[src/rtl/ws_write_s.sv]
// Write-S: reads one 8x8 block of signed S values, clips to 8 bits, packs 2 pixels/word, writes 32 SRAM words.
// Optional macro WS_CLIP_COUNT_EN adds a saturating count of clipped pixels on WS_clip_count.
module ws_write_s #(
  parameter logic [17:0] Y_BASE        = 18'd0,
  parameter logic [17:0] U_BASE        = 18'd38400,
  parameter logic [17:0] V_BASE        = 18'd57600,
  parameter int          Y_ROW_WORDS   = 160,
  parameter int          UV_ROW_WORDS  = 80,
  parameter int          Y_BLOCK_COLS  = 40,
  parameter int          UV_BLOCK_COLS = 20,
  parameter int          BLOCK_ROWS    = 30
) (
  input  logic        CLOCK_50_I,
  input  logic        Reset,
  input  logic        WS_start,
  output logic        WS_done,
  output logic        WS_memory_end,
  output logic [6:0]  WS_read_address,
  input  logic [31:0] WS_read_data,
  output logic [17:0] WS_SRAM_address,
  output logic [15:0] WS_SRAM_write_data,
`ifdef WS_CLIP_COUNT_EN
  output logic [15:0] WS_clip_count,
`endif
  output logic        WS_SRAM_we_n
);

  typedef enum logic [1:0] {S_WS_IDLE, S_WS_READ, S_WS_LEAD_OUT, S_WS_DONE} state_t;
  typedef enum logic [1:0] {PL_Y, PL_U, PL_V} plane_t;

  state_t      state_q, state_d;
  plane_t      plane_q, plane_d;
  logic [5:0]  rd_addr_q, rd_addr_d;
  logic        lo_cnt_q, lo_cnt_d;
  logic        dat_vld_q, dat_vld_d;
  logic [5:0]  dat_idx_q, dat_idx_d;
  logic [7:0]  even_pix_q, even_pix_d;
  logic        even_clip_q, even_clip_d;
  logic [17:0] sram_addr_q, sram_addr_d;
  logic [15:0] sram_wdata_q, sram_wdata_d;
  logic        we_n_q, we_n_d;
  logic        done_q, done_d;
  logic        mem_end_q, mem_end_d;
  logic [5:0]  cb_q, cb_d;
  logic [4:0]  rb_q, rb_d;
`ifdef WS_CLIP_COUNT_EN
  logic [15:0] clip_cnt_q, clip_cnt_d;
  logic [16:0] clip_sum;
`endif

  logic        s_neg, s_big, s_clipped;
  logic [7:0]  s_pix;
  logic [17:0] base, row_words, wr_addr;
  logic [7:0]  pix_row;
  logic        cb_last, rb_last, last_block;

  // Full 32-bit signed compare: a large magnitude must never alias into range.
  always_comb begin
    s_neg     = WS_read_data[31];
    s_big     = !s_neg && (|WS_read_data[30:8]);
    s_clipped = s_neg || s_big;
    s_pix     = s_neg ? 8'h00 : (s_big ? 8'hFF : WS_read_data[7:0]);
  end

  always_comb begin
    base      = Y_BASE;
    row_words = 18'(Y_ROW_WORDS);
    cb_last   = (cb_q == 6'(Y_BLOCK_COLS - 1));
    if (plane_q == PL_U) begin
      base      = U_BASE;
      row_words = 18'(UV_ROW_WORDS);
      cb_last   = (cb_q == 6'(UV_BLOCK_COLS - 1));
    end else if (plane_q == PL_V) begin
      base      = V_BASE;
      row_words = 18'(UV_ROW_WORDS);
      cb_last   = (cb_q == 6'(UV_BLOCK_COLS - 1));
    end
    rb_last    = (rb_q == 5'(BLOCK_ROWS - 1));
    last_block = (plane_q == PL_V) && cb_last && rb_last;
    // Word k = dat_idx[5:1]; its block row r = idx[5:3], column c = idx[2:1].
    pix_row    = {rb_q, 3'b000} + {5'b0, dat_idx_q[5:3]};
    wr_addr    = base + 18'(pix_row) * row_words + 18'({cb_q, 2'b00}) + 18'(dat_idx_q[2:1]);
  end

  always_comb begin
    state_d      = state_q;
    plane_d      = plane_q;
    rd_addr_d    = rd_addr_q;
    lo_cnt_d     = lo_cnt_q;
    even_pix_d   = even_pix_q;
    even_clip_d  = even_clip_q;
    sram_addr_d  = sram_addr_q;
    sram_wdata_d = sram_wdata_q;
    we_n_d       = 1'b1;
    done_d       = 1'b0;
    mem_end_d    = mem_end_q;
    cb_d         = cb_q;
    rb_d         = rb_q;
    dat_vld_d    = (state_q == S_WS_READ);
    dat_idx_d    = rd_addr_q;
`ifdef WS_CLIP_COUNT_EN
    clip_cnt_d   = clip_cnt_q;
    clip_sum     = {1'b0, clip_cnt_q} + 17'(even_clip_q) + 17'(s_clipped);
`endif

    case (state_q)
      S_WS_IDLE: begin
        if (WS_start && !mem_end_q) begin
          state_d   = S_WS_READ;
          rd_addr_d = 6'd0;
        end
      end
      S_WS_READ: begin
        if (rd_addr_q == 6'd63) begin
          state_d  = S_WS_LEAD_OUT;
          lo_cnt_d = 1'b0;
        end else begin
          rd_addr_d = rd_addr_q + 6'd1;
        end
      end
      S_WS_LEAD_OUT: begin
        if (lo_cnt_q) begin
          state_d   = S_WS_DONE;
          done_d    = 1'b1;
          mem_end_d = mem_end_q | last_block;
        end else begin
          lo_cnt_d = 1'b1;
        end
      end
      S_WS_DONE: begin
        state_d = S_WS_IDLE;
        if (!mem_end_q) begin
          if (cb_last) begin
            cb_d = 6'd0;
            if (rb_last) begin
              rb_d    = 5'd0;
              plane_d = (plane_q == PL_Y) ? PL_U : PL_V;
            end else begin
              rb_d = rb_q + 5'd1;
            end
          end else begin
            cb_d = cb_q + 6'd1;
          end
        end
      end
      default: state_d = S_WS_IDLE;
    endcase

    if (dat_vld_q) begin
      if (!dat_idx_q[0]) begin
        even_pix_d  = s_pix;
        even_clip_d = s_clipped;
      end else begin
        sram_addr_d  = wr_addr;
        sram_wdata_d = {even_pix_q, s_pix};
        we_n_d       = 1'b0;
`ifdef WS_CLIP_COUNT_EN
        clip_cnt_d   = clip_sum[16] ? 16'hFFFF : clip_sum[15:0];
`endif
      end
    end
  end

  always_ff @(posedge CLOCK_50_I) begin
    if (Reset) begin
      state_q      <= S_WS_IDLE;
      plane_q      <= PL_Y;
      rd_addr_q    <= 6'd0;
      lo_cnt_q     <= 1'b0;
      dat_vld_q    <= 1'b0;
      dat_idx_q    <= 6'd0;
      even_pix_q   <= 8'd0;
      even_clip_q  <= 1'b0;
      sram_addr_q  <= 18'd0;
      sram_wdata_q <= 16'd0;
      we_n_q       <= 1'b1;
      done_q       <= 1'b0;
      mem_end_q    <= 1'b0;
      cb_q         <= 6'd0;
      rb_q         <= 5'd0;
`ifdef WS_CLIP_COUNT_EN
      clip_cnt_q   <= 16'd0;
`endif
    end else begin
      state_q      <= state_d;
      plane_q      <= plane_d;
      rd_addr_q    <= rd_addr_d;
      lo_cnt_q     <= lo_cnt_d;
      dat_vld_q    <= dat_vld_d;
      dat_idx_q    <= dat_idx_d;
      even_pix_q   <= even_pix_d;
      even_clip_q  <= even_clip_d;
      sram_addr_q  <= sram_addr_d;
      sram_wdata_q <= sram_wdata_d;
      we_n_q       <= we_n_d;
      done_q       <= done_d;
      mem_end_q    <= mem_end_d;
      cb_q         <= cb_d;
      rb_q         <= rb_d;
`ifdef WS_CLIP_COUNT_EN
      clip_cnt_q   <= clip_cnt_d;
`endif
    end
  end

  assign WS_done            = done_q;
  assign WS_memory_end      = mem_end_q;
  assign WS_read_address    = {1'b0, rd_addr_q};
  assign WS_SRAM_address    = sram_addr_q;
  assign WS_SRAM_write_data = sram_wdata_q;
  assign WS_SRAM_we_n       = we_n_q;
`ifdef WS_CLIP_COUNT_EN
  assign WS_clip_count      = clip_cnt_q;
`endif

endmodule

[config.mk]
export PLATFORM = sky130hd
export DESIGN_NAME = ws_write_s
export DESIGN_NICKNAME = d
export VERILOG_FILES = /design/src/rtl/ws_write_s.sv
export SDC_FILE = /design/constraint.sdc
export NUM_CORES = 1
export LEC_CHECK = 0
export ABC_AREA = 0
export CAP_MARGIN = 10
export CORE_MARGIN = 1.5
export CORE_UTILIZATION = 53
export DETAILED_ROUTE_END_ITERATION = 6
export PLACE_DENSITY = 0.81
export SLEW_MARGIN = 5
export SYNTH_ARGS = -nofsm -noshare
export SYNTH_HDL_FRONTEND = slang
export SYNTH_SLANG_ARGS = --single-unit
[constraint.sdc]
create_clock -name CLOCK_50_I -period 5.4 [get_ports CLOCK_50_I]
set_input_delay 0.81 -clock CLOCK_50_I [delete_from_list [all_inputs] [get_ports CLOCK_50_I]]
set_output_delay 0.81 -clock CLOCK_50_I [all_outputs]
set_load 0.005 [all_outputs]
==> flow_metrics.tcl <==
set metrics [dict create \
    crit_required_ns 5.64 \
    clock_sinks 74 \
    setup_violations 0 \
    synth_fa_ha_area_share_pct 22.4 \
    worst_slew_pin_slew_ns 0.989 \
    fp.dieArea_mm2 0.00879 \
    slew_violations 0 \
    cpPeakStageDelay_ns 0.62 \
    swShare_pct 27.2 \
    globalRouteOverflowTotal 0 \
    ctsHoldBuffers 0 \
    synth_top_family_by_area "adder cells" \
    clk_latency_ns 0.35 \
    syn_area_mm2 0.00436 \
    synthCells 501 \
    cpMostUsedCell "ha_1" \
    crit_chain "inv_1, ha_1, nand2_1, fa_1, inv_1, ha_1, ha_1, fa_1, ha_1, fa_1, a21o_1, a21oi_1, o21ai_0, nor4b_1, a311o_1" \
    wire_per_inst_um 14.2 \
    cts_setup_buffers 0 \
    synth-compound-area-share_pct 9.66 \
    ys_ff_latch 74 \
    hold_viol_final 0 \
    synth-xor-area-share_pct 3.81 \
    slew_headroom_pct 34.1 \
    synth_cell_type_count 48 \
    clock_power_share_pct 39.0 \
    cts_tree "yes" \
    design.core.area_mm2 0.00785 \
    final_cells 681 \
    fp-row-count 32 \
    h-tree-depth 3 \
    drt_iter0_drc 138 \
    critical_path_arrival_ns 5.16 \
    dr_total_vias 3617 \
    fin_skew_ns 0.00973 \
    status "finished clean" \
    maxCapViolCount 0 \
    final_antenna_net_count 0 \
    leakagePower_nw 2.30 \
    min_from "dat_idx_q[1]" \
    p_int_mw 0.919 \
    antenna_found_initial 0 \
    yosysSeqAreaShare_pct 33.9 \
    cp_max_fo 18 \
    async_flop_share_pct 0 \
    r2r_cells 15 \
    antennaDiodeCount 0 \
    yosys_warnings 0 \
    rsz0062_at_grt "false" \
    p_sw_mw 0.343 \
    path_class "reg2reg" \
    power.density_mw_per_mm2 233 \
    synthToLayoutAreaGrowth_pct 24.4 \
    start_util_pct 55.6 \
    layout_worst_path_cycle_share_pct 91.2 \
    p_comb_share_pct 13.9 \
    synthMuxAreaShare_pct 2.18 \
    synth-simple-area-share_pct 21.2 \
    synthFlopType "dfxtp_1" \
    die_width_um 93.7 \
    hold_path_depth 2 \
    r2r_end "WS_SRAM_address[13]" \
    fin_crit_ns 4.92 \
    grt_max_degree 52 \
    final_cell_mix "77 x clkdlybuf4s50_1, 74 x dfxtp_1, 69 x nand2_1, 57 x inv_1, 46 x ha_1" \
    port_buffers 77 \
    gp_congestion 0.838 \
    critPathSlowestCell "ha_1" \
    hp-class "reg2reg" \
    drt_pre_antenna_iters 4 \
    layout_commonest_cell "clkdlybuf4s50_1" \
    nets 675 \
    clk_pin_slew_ns 0.09 \
    ioPinCount 79 \
    start_kind "flop" \
    cts_buffer_depth 2 \
    seqPwrFrac_pct 47.1 \
    fin_setup_tns_ns 0 \
    path_buf_inv 2 \
    drc_errors 0 \
    drive_gt1_share_pct 5.18 \
    cts_root_buf "clkbuf_8" \
    ir_worst_vdd_v 0.000283 \
    post_cts_resized 0 \
    hpwl_um 7190 \
    cp-end-kind "flop" \
    synth_edf_count 0 \
    synth_area_per_cell_um2 8.71 \
    synth_nets 602 \
    viasPerCell 5.31 \
    grt_pass1_vias 3658 \
    max_freq_ghz 0.203 \
    dpl.cell_count 665 \
    crit_family "adder cells" \
    numCtsBuffers 9 \
    drt_wl_total_um 9680 \
    grt_pass1_wl_um 16300 \
    r2r_slack_ns 0.48 \
    hold_end "WS_SRAM_address[0]" \
    regToRegStartpoint "plane_q[0]" \
    grt.total_usage_pct 23.5 \
    dieHeight_um 93.7 \
]
## worst reg2reg max path, stage by stage, from the launching register on
cell,delay (ns)
dfxtp_1,0.37
inv_1,0.07
ha_1,0.62
nand2_1,0.23
fa_1,0.55
inv_1,0.04
ha_1,0.28
ha_1,0.33
fa_1,0.49
ha_1,0.26
fa_1,0.43
a21o_1,0.20
a21oi_1,0.26
o21ai_0,0.19
nor4b_1,0.18
a311o_1,0.33
## per-stage QoR
| stage | power (mW) | cell area [µm²] | hold WS, ns | util, % | setup WS (ns) |
|---|---|---|---|---|---|
| after floorplan | 0.715 | 4360 | 0.417 | - | 0.856 |
| after global placement | 0.770 | 5200 | 0.435 | 66.3 | 0.730 |
| after detailed placement | 0.779 | 5200 | 0.443 | 66.3 | 0.540 |
| after CTS | 1.27 | 5430 | 0.458 | 69.2 | 0.504 |
| after global routing | 1.32 | 5430 | 0.473 | 69.2 | 0.205 |
| final | 1.26 | 5430 | 0.456 | 69.2 | 0.477 |
## worst max-delay path by stage
stage / from / to / slack [ns] / cells past startpoint
5_1_grt: plane_q[0] / WS_SRAM_address[14] / 0.21 / 15
4_1_cts: plane_q[0] / WS_SRAM_address[13] / 0.50 / 15
2_1_floorplan: plane_q[0] / WS_SRAM_address[14] / 0.86 / 16
3_5_place_dp: plane_q[0] / WS_SRAM_address[13] / 0.54 / 15
3_3_place_gp: plane_q[0] / WS_SRAM_address[14] / 0.73 / 15
6_report: plane_q[0] / WS_SRAM_address[13] / 0.48 / 15
## synth_stat cells, types with 2 or more instances
cell	instances	share of area [%]
conb_1	2	0.17
xnor2_1	14	2.8
and2_1	7	1.0
nor3_2	3	0.69
nand4_1	2	0.29
o31ai_1	2	0.34
and4_1	2	0.40
ha_1	46	13
inv_1	57	4.9
a21o_1	2	0.34
xor2_1	5	1.0
mux2i_1	5	1.1
and3_1	2	0.29
fa_1	20	9.2
buf_1	5	0.43
nor4_1	8	1.1
a211oi_1	4	0.69
nand2b_1	6	0.86
o21ai_0	25	2.9
nand2_1	69	5.9
a21oi_1	32	3.7
nand3_1	16	1.8
nor3_1	11	1.3
nor2_1	34	2.9
nor4b_1	4	0.80
mux2_2	2	0.52
nor2b_1	13	1.9
clkbuf_1	10	0.86
dfxtp_1	74	34
## registers in the layout, indices dropped and copies added, names as in the netlist
name,cells
WS_SRAM_address,18
WS_SRAM_write_data,16
plane_q,2
cb_q,6
even_pix_q,8
lo_cnt_q,1
dat_vld_q,1
WS_SRAM_we_n,1
dat_idx_q,6
dat_idx_d,6
WS_done,1
rb_q,5
state_q,2
WS_memory_end,1
## power by group through the flow
stage                     clock, mW  sequential [mW]  combinational, mW
final                         0.492            0.594              0.176
after global routing          0.527            0.597              0.196
after CTS                     0.501            0.594              0.175
after detailed placement          0            0.606              0.173
after global placement            0            0.605              0.165
after floorplan                   0            0.601              0.114
## kinds of logic after synthesis
| group | count (synthesis) |
|---|---|
| flip-flops | 74 |
| other | 2 |
| XOR/XNOR | 19 |
| adder cells (fa/ha/maj) | 66 |
| multiplexers | 8 |
| AND/OR/NAND/NOR | 184 |
| buffers and inverters | 74 |
| AO/OA/AOI/OAI | 74 |
## area by class of cell
| type | instances | area (µm²) |
|---|---|---|
| clock buffers | 9 | 124 |
| repair buffers | 79 | 786 |
| flip-flops and latches | 74 | 1480 |
| multi-input cells | 353 | 2590 |
| clock inverters | 7 | 101 |
| well taps | 102 | 128 |
| inverters | 57 | 214 |
| fillers | 609 | 2420 |
## metal layers
layer	share of wire, %	GRT usage, %	up-vias
met3	3.4	5.50	16
met4	1.7	6.97	0
met5	0	0	-
met2	51	42.0	82
li1	-	-	1800
met1	44	27.9	1719
(Power assumes the default switching activity.)
